--- src/rtl/life_key_ctrl.sv ---
// life_key_ctrl: PS/2 set-2 keyboard front end for the Life board.
// Decodes make, extended and break sequences into board commands. Owns the
// cursor position, the run/pause flag and the generation prescaler.
//
// Ports:
//   clk        rising-edge clock
//   reset      asynchronous, active-low reset
//   scan_valid one-cycle strobe qualifying scan_code
//   scan_code  PS/2 set-2 byte from the keyboard receiver
//   keys       registered one-cycle command to the board shift register
//   cursor_x   cursor column
//   cursor_y   cursor row
//   running    1 = free-running generations, 0 = paused
//   gen_step   one-cycle strobe requesting one generation
//
// Build option: define LIFE_CURSOR_WRAP_EN to make the cursor wrap at the
// board edges. Without it, the cursor saturates at the edges.
module life_key_ctrl #(
  parameter int unsigned X       = 8,
  parameter int unsigned Y       = 8,
  parameter int unsigned LOG2X   = 3,
  parameter int unsigned LOG2Y   = 3,
  parameter int unsigned GEN_DIV = 24
) (
  input  logic             clk,
  input  logic             reset,
  input  logic             scan_valid,
  input  logic [7:0]       scan_code,
  output logic [2:0]       keys,
  output logic [LOG2X-1:0] cursor_x,
  output logic [LOG2Y-1:0] cursor_y,
  output logic             running,
  output logic             gen_step
);

  // Command encodings shared with the board shift register
  localparam logic [2:0] KEY_NONE  = 3'd0;
  localparam logic [2:0] KEY_FLIP  = 3'd1;
  localparam logic [2:0] KEY_UP    = 3'd2;
  localparam logic [2:0] KEY_DOWN  = 3'd3;
  localparam logic [2:0] KEY_LEFT  = 3'd4;
  localparam logic [2:0] KEY_RIGHT = 3'd5;
  localparam logic [2:0] KEY_CLEAR = 3'd7;

  localparam logic [LOG2X-1:0] X_MAX = LOG2X'(X - 1);
  localparam logic [LOG2Y-1:0] Y_MAX = LOG2Y'(Y - 1);

  typedef enum logic [1:0] {
    ST_IDLE    = 2'd0,
    ST_EXT     = 2'd1,
    ST_BRK     = 2'd2,
    ST_EXT_BRK = 2'd3
  } state_t;

  state_t             r_state;
  logic [2:0]         r_keys;
  logic [LOG2X-1:0]   r_x;
  logic [LOG2Y-1:0]   r_y;
  logic               r_running;
  logic               r_gen_step;
  logic [GEN_DIV-1:0] r_presc;

  logic               w_make;
  logic               w_ext_make;
  logic [2:0]         w_key;
  logic               w_toggle;
  logic               w_single;
  logic [LOG2X-1:0]   w_x_nxt;
  logic [LOG2Y-1:0]   w_y_nxt;

  assign keys     = r_keys;
  assign cursor_x = r_x;
  assign cursor_y = r_y;
  assign running  = r_running;
  assign gen_step = r_gen_step;

  // A byte completes a make code in IDLE unless it is a prefix byte
  assign w_make     = scan_valid && (r_state == ST_IDLE) &&
                      (scan_code != 8'hE0) && (scan_code != 8'hF0);
  assign w_ext_make = scan_valid && (r_state == ST_EXT) && (scan_code != 8'hF0);

  // Command decode; board-editing keys are dropped while running
  always_comb begin
    w_key    = KEY_NONE;
    w_toggle = 1'b0;
    w_single = 1'b0;
    if (w_make) begin
      case (scan_code)
        8'h29:   if (!r_running) w_key = KEY_FLIP;
        8'h76:   if (!r_running) w_key = KEY_CLEAR;
        8'h5A:   w_toggle = 1'b1;
        8'h31:   if (!r_running) w_single = 1'b1;
        default: w_key = KEY_NONE;
      endcase
    end else if (w_ext_make) begin
      case (scan_code)
        8'h75:   w_key = KEY_UP;
        8'h72:   w_key = KEY_DOWN;
        8'h6B:   w_key = KEY_LEFT;
        8'h74:   w_key = KEY_RIGHT;
        default: w_key = KEY_NONE;
      endcase
    end
  end

  // Next cursor position, timed to land with the move command on keys
  always_comb begin
    w_x_nxt = r_x;
    w_y_nxt = r_y;
    case (w_key)
`ifdef LIFE_CURSOR_WRAP_EN
      KEY_LEFT:  w_x_nxt = (r_x == '0)    ? X_MAX : r_x - LOG2X'(1);
      KEY_RIGHT: w_x_nxt = (r_x == X_MAX) ? '0    : r_x + LOG2X'(1);
      KEY_UP:    w_y_nxt = (r_y == '0)    ? Y_MAX : r_y - LOG2Y'(1);
      KEY_DOWN:  w_y_nxt = (r_y == Y_MAX) ? '0    : r_y + LOG2Y'(1);
`else
      KEY_LEFT:  w_x_nxt = (r_x == '0)    ? r_x : r_x - LOG2X'(1);
      KEY_RIGHT: w_x_nxt = (r_x == X_MAX) ? r_x : r_x + LOG2X'(1);
      KEY_UP:    w_y_nxt = (r_y == '0)    ? r_y : r_y - LOG2Y'(1);
      KEY_DOWN:  w_y_nxt = (r_y == Y_MAX) ? r_y : r_y + LOG2Y'(1);
`endif
      default: begin
        w_x_nxt = r_x;
        w_y_nxt = r_y;
      end
    endcase
  end

  // Decoder FSM, registered outputs and generation prescaler
  always_ff @(posedge clk or negedge reset) begin
    if (!reset) begin
      r_state    <= ST_IDLE;
      r_keys     <= KEY_NONE;
      r_x        <= '0;
      r_y        <= '0;
      r_running  <= 1'b0;
      r_gen_step <= 1'b0;
      r_presc    <= '0;
    end else begin
      r_keys     <= w_key;
      r_x        <= w_x_nxt;
      r_y        <= w_y_nxt;
      r_gen_step <= 1'b0;

      if (scan_valid) begin
        case (r_state)
          ST_IDLE: begin
            if (scan_code == 8'hE0)      r_state <= ST_EXT;
            else if (scan_code == 8'hF0) r_state <= ST_BRK;
          end
          ST_EXT:  r_state <= (scan_code == 8'hF0) ? ST_EXT_BRK : ST_IDLE;
          default: r_state <= ST_IDLE;  // release byte discarded
        endcase
      end

      // Enter restarts the prescaler so the first run step is a full period away
      if (w_toggle) begin
        r_running <= ~r_running;
        r_presc   <= '0;
      end else if (r_running) begin
        if (&r_presc) begin
          r_presc    <= '0;
          r_gen_step <= 1'b1;
        end else begin
          r_presc <= r_presc + GEN_DIV'(1);
        end
      end else if (w_single) begin
        r_gen_step <= 1'b1;
      end
    end
  end

endmodule

--- config.mk ---
export PLATFORM = sky130hd
export DESIGN_NAME = life_key_ctrl
export DESIGN_NICKNAME = d
export VERILOG_FILES = /design/src/rtl/life_key_ctrl.sv
export SDC_FILE = /design/constraint.sdc
export NUM_CORES = 1
export LEC_CHECK = 0
export BUFFER_PORTS_ARGS = -buffer_cell sky130_fd_sc_hd__buf_2
export CORE_MARGIN = 5
export CORE_UTILIZATION = 53
export CTS_CLUSTER_DIAMETER = 120
export DETAILED_ROUTE_END_ITERATION = 6
export PLACE_DENSITY = 0.75
export SYNTH_ARGS = -nofsm -noshare
export SYNTH_HDL_FRONTEND = slang
export SYNTH_SLANG_ARGS = --single-unit
--- constraint.sdc ---
create_clock -name clk -period 2.5 [get_ports clk]
set_input_delay 0.375 -clock clk [delete_from_list [all_inputs] [get_ports clk]]
set_output_delay 0.375 -clock clk [all_outputs]
set_load 0.01 [all_outputs]
### Yosys cells after proc, flatten, opt, wreduce, memory -nomap -nowiden

Cells that the tools add are included.

* add/subtract/negate cells: 5
* eq/ne operators: 24
* multiplexer cells: 28
* bitwise operators: 1
* reductions and logical operators: 15

Operator list (number)
* 24-bit 2-to-1 mux: 3
* 8-bit by 7-bit == test with 1-bit output, second input constant: 6
* 24-bit by 1-bit adder with 24-bit output, second input constant: 1
* 24-bit AND reduction: 1
* 3-bit 2-to-1 mux: 7
* 3-bit one-hot mux with 2 select lines: 3
* 8-bit by 6-bit == test with 1-bit output, second input constant: 2
* 8-bit == test, second input constant: 2
* 8-bit inequality test, second input constant: 2
* 3-bit == test, second input constant: 4
* 3-bit one-hot mux with 4 select lines: 1
* 1-bit 2-to-1 mux: 10
* 2-bit inequality test, second input constant: 4
* 3-bit by 1-bit adder with 3-bit output, second input constant: 2
* 3-bit by 2-bit == test with 1-bit output, second input constant: 2
* 3-bit logical NOT: 2
* 2-bit 2-to-1 mux: 3
* 3-bit AND reduction: 2
* 2-bit nonzero test: 3
* 3-bit by 1-bit subtractor with 3-bit output, second input constant: 2
* 1-bit logical AND: 5
* 2-bit one-hot mux with 2 select lines: 1
* 3-bit by 1-bit inequality test with 1-bit output, second input constant: 1
* 2-bit by 1-bit == test with 1-bit output, second input constant: 1
* 3 further kinds: 3

* bits in registers: 37
* input port bits: 11
* output and inout bits: 11
* logic and storage cells: 80

### Logic depth before layout (Yosys ltp)

Gate-level depths: netlist (run 1).

* depth after elaboration: 8
* gate-level depth with buffers: 12

### Worst setup path before layout (run 1)

No wires, ideal clock.

* path type: reg-to-reg
* start: reg r_state[1]
* end: reg r_x[2] (netlist: cursor_x[2])
* arrival time: 2.351 ns
* path slack: 0.080 ns
* stages on the path, launching flop included: 10
* cell sequence: dfrtp_1 > nor3b_2 > nand3_1 > o32ai_4 > buf_4 > nand2_1 > fa_1 > nor4_1 > mux2i_1 > nand3_1

* word-level cells in the longest chain between the ends: 8
* elaborated cells on any way between the ends: 16
* those cells by class: eq/ne: 5; mux: 3; reduce/logical: 8

Ends and longest elaborated chain
* start, declared: line 55 `state_t r_state;`
* start signal, assigned: line 151 `ST_EXT: r_state <= (scan_code == 8'hF0) ? ST_EXT_BRK : ST_IDLE;`
* 2-bit by 1-bit == test with 1-bit output / 2-bit logical NOT (equally long branches): line 80, 78
* 1-bit logical AND, on equally long branches (2 in series): line 80, 78
* 3-bit 2-to-1 mux / 1-bit logical AND (equally long branches): line 95, 79
* 3-bit 2-to-1 mux *: line 87 `if (w_make) begin`
* via w_key[0]: line 65 `logic [2:0] w_key;`
* 3-bit == test: line 110 `case (w_key)`
* 2-bit inequality test (no line) / 2-bit nonzero test (equally long branches)
* 3-bit AND reduction (no line)
* end signal, assigned: line 141 `r_x <= w_x_nxt;`
* end, declared: line 57 `logic [LOG2X-1:0] r_x;`

The timed path passes the listed nets; every way through them passes the cells marked *.
A chain may end at the register's enable or synchronous reset.

### Final worst setup path (run 1)

* start: reg r_state[1]
* end: reg r_x[2] (netlist: cursor_x[2])

* word-level cells in the longest chain between the ends: 8
* elaborated cells on any way between the ends: 16
* those cells by class: eq/ne: 5; mux: 3; reduce/logical: 8

Ends and longest elaborated chain (line)
* 2-bit by 1-bit == test with 1-bit output / 2-bit logical NOT (equally long branches): 80, 78
* 1-bit logical AND, on equally long branches (2 in series): 80, 78
* 3-bit 2-to-1 mux / 1-bit logical AND (equally long branches): 95, 79
* 3-bit 2-to-1 mux *: 87
* 3-bit == test: 110
* 2-bit inequality test (no line) / 2-bit nonzero test (equally long branches)
* 3-bit AND reduction (no line)

Mark *: on every way between the ends. The rest lies on a longest branch, timed or not.

==> results list, run 1 <==
- Unrepaired setup endpoints after global routing: no
- When the netlist entered floorplanning its net count stood at around 270.
* Layout fillers: 387
- The number of max-slew violations in the final report is 0.
- Post-synthesis cell type with the largest combined area: sky130_fd_sc_hd__dfrtp_1
* Worst relative slew slack: 45.4%
* Port Buffers: 21
- Multi-input gate area: roughly 1300 um^2
* Clock latency at the later pin of the worst-skew pair: between 0.2 and 0.3 ns
- Number of synthesis warnings: 0
* Max-capacitance violation count: 0
* First-pass GRT wire length: 8950 um
* Leading register cell type out of synthesis: sky130_fd_sc_hd__dfrtp_1
* Number of storage elements in the synthesis netlist: 37
* Sequential cell area: 926 um^2
- In this run the power density over the cells is 501 nW/um^2.
- Leakage power: 0.00109 uW
* Average wire per standard cell: 15.1 um
* Starting density of the core: 54.4%
* CTS Buf Count: 5
* Tightest Pin Transition: 0.819 ns
- Fin Clk Skew: 0.00593 ns
- For the worst setup path, the data required time is 2.67 ns.
- In this run, the number of DRC markers left after iteration 0 of detailed routing was 107.
- Overflow left after global routing: 0
- Entering global routing, the biggest net connects 38 pins.
* Number of endpoints with negative hold slack in the final report: 0
- In this run the worst path has a maximum fanout of 6.
- In this run, post-CTS repair resized a total of 0 instances.
* Number of setup violations in the final report: 0
- Proportion of layout cells with a drive suffix above 1: 19.4%
* Category of the worst setup path launch point: flop
- TNS Setup: 0 ns
- The worst path in the final design needs a cycle of 2.26 ns, including I/O delays and setup.
- Vertical extent of the die: approximately 77 um
* Commonest cells after routing, fill and taps aside: sky130_fd_sc_hd__dfrtp_1 (37), sky130_fd_sc_hd__nand2_1 (28), sky130_fd_sc_hd__buf_2 (21)
- In this run the register-to-register setup slack is 0.24 ns.
- Most common cell after layout, fill and taps aside: sky130_fd_sc_hd__dfrtp_1
- Synth Area per Inst: around 9.3 um^2
- Setup bufs post-CTS: 0
* Final ANT Viol Nets: 0
- Number of DRC violations after detailed routing: 0
* Via count normalized by instance count: 6.14
- The cell count after synthesis came out at 252.
- The via count of the first global-routing pass is 1963.
* Fin Hold WS: 0.169 ns
- Cells fill 61.3% of the core in the end.
- During I/O placement, the number of pins put on the boundary was 22.
* Die outline width: 76.6 um
- In this run the standard cell core region covers 4320 um^2.
- Cell at the root of the clock tree: sky130_fd_sc_hd__clkbuf_8
- Iteration count of the initial detailed-routing pass: 4
- Summing the sequential cell areas from Yosys gives 39.3% of the chip area.
- Post-synth cell types: 59
* Top cells by area, synth: sky130_fd_sc_hd__dfrtp_1 (39%), sky130_fd_sc_hd__nand2_1 (4.5%), sky130_fd_sc_hd__a31oi_1 (4.0%)
- Total Wirelength: approximately 5000 um
- TritonCTS built the clock tree.
- VDD sags by at most 0.000249 V.
* Endpoint arrival time on the critical path: ~2.4 ns
- Classification of the worst setup path: reg2reg
- Critical Path End Type: flop
- Traced cell by cell, the critical path runs through nor3b_2 -> buf_4 -> nand3_1 -> nor2_1 -> nand2_1 -> fa_1 -> nor4b_1 -> mux2i_1 -> nand3_1.
* Area Growth Syn to Fin: 12.6%
- For this design, the slowest cell found on the critical path is sky130_fd_sc_hd__fa_1.
- Fraction of post-synthesis cell area in the top cell type by area: 39.3%
- Total number of vias: 2033
- Counting flops with a built-in enable in the synthesized netlist gives 0.
- The initial antenna violation count came to 0.
- Status: finished, final reports clean
* Worst Hold Class: in2async
- By instance count, the cell type seen most on the critical path is sky130_fd_sc_hd__nand3_1.
- Post-synthesis cell area: 2350 um^2
- Placed wire-length estimate: 3640 um
- For this run, the top clock speed supported by timing is 0.443 GHz.
- At the end of the flow, the number of nets in the layout was 292.
- The H-tree was split into 2 levels.
* Global Route Usage Sum: 18.2%
- Area of the die: 5870 um^2
- After clock tree synthesis, the flow added hold-fix buffers numbering 0.
- Count of clock tree sinks: 37
- Antenna Cells: 0
- Delay contributed by the slowest stage of the critical path: 0.46 ns
- Row count: 24
* Clock transition at the registers of the reported paths: 0.08 ns
* Async set or reset register ratio after synthesis: between 90% and 100%
- At the end of routability-driven placement, the weighted congestion stood at 0.831.
* Period utilisation layout: 90.4%
* Clock Tree Buf Depth: 2
## registers in the layout, summed over array words and instances, names as in the netlist
signal / cells
cursor_x: 3
running: 1
gen_step: 1
r_state: 2
keys: 3
r_presc: 24
cursor_y: 3
## worst paths after layout
path | start | endpoint | cells past startpoint
min in group clk | scan_valid | r_state[1] | 2
hold reg to reg | r_presc[13] | r_presc[13] | 1
hold / removal | reset | r_presc[20] | 1
max in group asynchronous | reset | r_presc[6] | 1
setup / recovery | r_state[1] | cursor_x[2] | 9
setup reg to reg | r_state[1] | cursor_x[2] | 9
## layout make-up
class | count | share of cell area [%]
inverters | 6 | 0.850
clock inverters | 3 | 1.75
flip-flops and latches | 37 | 34.9
clock buffers | 5 | 2.60
repair buffers | 30 | 6.99
well taps | 52 | 2.46
multi-input cells | 198 | 50.4
## stage by stage
step | cells | instance area, um^2 | power, uW | setup WS (ns)
floorplan | 252 | 2350 | 770 | 0.0805
global placement | 323 | 2530 | 820 | 0.163
detailed placement | 323 | 2530 | 825 | 0.109
CTS | 331 | 2650 | 1340 | 0.231
global route | 331 | 2650 | 1390 | 0.0362
finish | 331 | 2650 | 1330 | 0.241
## routing by layer
layer | part of all wire [%] | GRT usage (%)
met3 | 3.8 | 4.14
met5 | 0 | 0
met4 | 1.7 | 6.99
met1 | 46 | 23.1
met2 | 48 | 30.1
## worst max-delay path: cells and delay by family (launching register included)
kind	cells	cell delay [ns]
and+or+nand+nor	6	0.94
adders and majority gates	1	0.46
buffers and inverters	1	0.15
muxes	1	0.16
DFF	1	0.42
## power breakdown
part | switching (uW) | internal (uW) | total, uW
Clock | 215 | 298 | 514
Sequential | 33.8 | 627 | 661
Combinational | 91.8 | 61.1 | 153
Total | 341 | 986 | 1330
## kinds of logic after synthesis
kind of cell	after synthesis	synth area share, %
and+or+nand+nor	111	27.6
AOI/OAI and AO/OA	69	20.9
DFF	37	39.3
buffers and inverters	17	3.88
xor gates and xnor gates	8	2.98
muxes	7	2.98
adders and majority gates	3	2.23
## synthesized netlist by cell type, drive strengths merged, types with 3 or more instances
cell type / count
dfrtp: 37
nand2: 28
nor2: 17
a31oi: 16
a21oi: 14
nand3: 14
o21ai: 13
nand4: 10
buf: 8
mux2i: 7
inv: 6
and2: 5
nor3b: 5
and3b: 4
nor3: 4
nor4: 4
xnor2: 4
xor2: 4
a41oi: 3
clkbuf: 3
o31ai: 3
or2: 3
(Power assumes the default switching activity.)
==> inputs of run 2 (changes only) <==
--- a/config.mk
+++ b/config.mk
@@ -11,6 +11,7 @@
 export CTS_CLUSTER_DIAMETER = 120
 export DETAILED_ROUTE_END_ITERATION = 6
 export PLACE_DENSITY = 0.75
+export REMOVE_ABC_BUFFERS = 1
 export SYNTH_ARGS = -nofsm -noshare
 export SYNTH_HDL_FRONTEND = slang
 export SYNTH_SLANG_ARGS = --single-unit
==> run 2 against run 1 <==
Cell area decreased by 0.71%; flip-flop and latch count unchanged; clock power decreased by 18%; largest cell class unchanged.
==> results list, run 2 (synthesis results as in run 1) <==
* Utilization after layout: 60.9% (-0.43 points)
* Post-layout minimum cycle time: 2.32 ns (+0.0597 ns)
- The min-delay analysis places its worst path in the category in2async.
- Largest net degree at the start of global routing: 38 (unchanged)
* Average wire per standard cell: 15.3 um (+1.6%)
* Clock Tree Buf Depth: 2 (unchanged)
* Unrepaired setup endpoints after global routing: no
- The maximum vdd drop came to 0.000274 V (+9.9%).
- Cell at the root of the clock tree: sky130_fd_sc_hd__clkbuf_8
- The total routing usage reported by global routing is 18.0% (-0.26 points).
- Via count of the first global-routing pass: 1923 (-2.0%)
- In this run the critical register-to-register path is captured at cursor_x[2].
* RD Place Congestion: 0.897 (+8.0%)
- The data arrival at the endpoint of the critical path came to 2.54 ns (+0.11 ns).
* Via count normalized by instance count: 6.31 (+2.7%)
- The leakage dissipation is 0.00108 uW (-0.74%).
- The total vias in the final route came to 2087 (+2.7%).
- The number of max-slew violations in the final report was 0 (unchanged).
- Multi-input gate area: 1350 um^2 (+1.1%)
* Sequential cell area: 926 um^2 (unchanged)
- The clock-pin slew on the worst setup and hold paths was 0.07 ns (about the same).
* Die outline width: 76.6 um (unchanged)
* Core area: 4320 um^2 (unchanged)
- Proportion of layout cells with a drive suffix above 1: 20.1% (+0.72 points)
- Number of endpoints with negative hold slack in the final report: 0 (unchanged)
- Classification of the worst setup path: reg2reg
- Setup slack, reg-to-reg: 0.18 ns (-0.06 ns)
* Overflow left after global routing: 0 (unchanged)
- The top cell types in the final layout, fill and taps aside, are sky130_fd_sc_hd__dfrtp_1 (37), sky130_fd_sc_hd__nand2_1 (28), sky130_fd_sc_hd__buf_2 (21).
- Status: finished, final reports clean
* Critical Path End Type: flop
* Highest clock rate: 0.431 GHz (-2.6%)
- The transition time of the tightest slew-check pin was 0.799 ns (-0.0200 ns).
- The area after detailed placement came to 2520 um^2 (-0.49%).
- Ports placed on the boundary: 22 (unchanged)
* Number of antenna violations at the first check in global routing: 0 (unchanged)
- The final design area excluding fillers came to 2630 um^2 (-0.71%).
- The number of buffers inserted by port buffering is 21 (unchanged).
* Clock latency at the later pin of the worst-skew pair: 0.28 ns (about the same)
- Largest fanout on the critical path: 6 (unchanged)
- Iteration count of the initial detailed-routing pass: 4 (unchanged)
* Category of the worst setup path launch point: flop
- The final total negative setup slack came to 0 ns (unchanged).
- The flip-flop count of the largest register after layout came to 24 (unchanged).
- Count of cells along the worst register-to-register path: 8 (-1)
- The headroom to the max-slew limit was 46.7% (+1.3 points).
- The register with the most flip-flops in the final layout is r_presc.
- The number of core rows came to 24 (unchanged).
- The number of nets still failing antenna checks after routing was 0 (unchanged).
* Count of clock tree sinks: 37 (unchanged)
- Antenna Cells: 0 (unchanged)
* Data required time of the critical path: 2.73 ns (+0.06 ns)
* Number of setup violations in the final report: 0 (unchanged)
- The remaining design rule violation count was 0 (unchanged).
* Number of nets in the layout: 293 (+0.34%)
* Layout fillers: 372 (-3.9%)
- The die span in y is 76.6 um (unchanged).
* Max-capacitance violation count: 0 (unchanged)
- Most common cell after layout, fill and taps aside: sky130_fd_sc_hd__dfrtp_1
* Period utilisation layout: 92.8% (+2.4 points)
- CTS tree: yes
- Area of the die: 5870 um^2 (unchanged)
- Power density over cell area: 467 nW/um^2 (-6.8%)
* Fin Clk Skew: 0.00454 ns (-0.00139 ns)
- The number of DRC markers in iteration 0 came to 143 (+34%).
- The global-route wire length before repair was 8870 um (-0.93%).
* FF-to-FF Start: r_state[1]
- The placed wire-length estimate came to 3590 um (-1.5%).
* Starting density of the core: 54.4% (unchanged)
- The final wirelength came to 5070 um (+1.6%).
- Maximum level of the CTS H-tree: 2 (unchanged)
* CTS Buf Count: 5 (unchanged)
- Compared with the post-synthesis result, the final layout area differs by 11.8%.
run 2: cell count changes in the layout (fill, tap and decap cells not counted), sizes merged:
cell      before  now
buf           30   31
bufinv         1    0
clkbuf         5    7
clkinv         1    0
clkinvlp       1    0
run 2: worst max-delay path: stages, from the launching register on:
cell	delay, ns
sky130_fd_sc_hd__dfrtp_1	0.42
sky130_fd_sc_hd__nor3b_2	0.23
sky130_fd_sc_hd__nand3_1	0.15
sky130_fd_sc_hd__o32ai_4	0.39
sky130_fd_sc_hd__nand2_1	0.12
sky130_fd_sc_hd__fa_2	0.41
sky130_fd_sc_hd__nor4_1	0.33
sky130_fd_sc_hd__mux2i_1	0.13
sky130_fd_sc_hd__nand3_1	0.09
run 2: worst max path at each step:
stage,end,start,depth (start not counted)
after floorplan,cursor_x[2],r_state[1],8
after global placement,cursor_x[2],scan_code[2],11
after detailed placement,cursor_x[2],scan_code[2],9
after CTS,cursor_x[2],r_state[1],8
after global routing,cursor_y[2],r_state[1],8
final,cursor_x[2],r_state[1],8
run 2: metal layers:
layer	global-route usage [%]	part of all wire (%)	up-vias	routed length, um
met5	0	0	-	0
li1	-	-	1005	-
met4	6.29	1.9	0	95
met2	27.9	46	68	2340
met3	3.43	5.6	12	286
met1	25.0	46	1002	2350
run 2: power breakdown:
group / internal (uW) / leakage [uW] / switching [uW]
sequential: 627 / 0.000474 / 33.4
combinational: 57.8 / 0.000566 / 91.1
clock: 219 / 0.0000443 / 200
run 2: metrics by stage:
step | hold slack [ns] | std cells | setup WS [ns] | total power, uW
2_1_floorplan | 0.0794 | 241 | 0.0180 | 757
3_3_place_gp | 0.490 | 323 | 0.120 | 818
3_5_place_dp | 0.499 | 323 | 0.0230 | 821
4_1_cts | 0.210 | 330 | 0.135 | 1240
5_1_grt | 0.249 | 331 | 0.0237 | 1290
6_report | 0.173 | 331 | 0.181 | 1230
run 2: repair_timing:
action / CTS / global route
hold buffers: 0 / 0
resized for setup: 0 / 3
buffers inserted: 0 / 1
setup endpoints to repair: 0 / 2
run 2: layout make-up:
| cell class | count | share of cell area [%] |
|---|---|---|
| Multi-Input combinational cell | 198 | 51.4 |
| Timing Repair Buffer | 31 | 6.85 |
| Sequential cell | 37 | 35.2 |
| Tap cell | 52 | 2.47 |
| Inverter | 6 | 0.856 |
| Clock buffer | 7 | 3.28 |
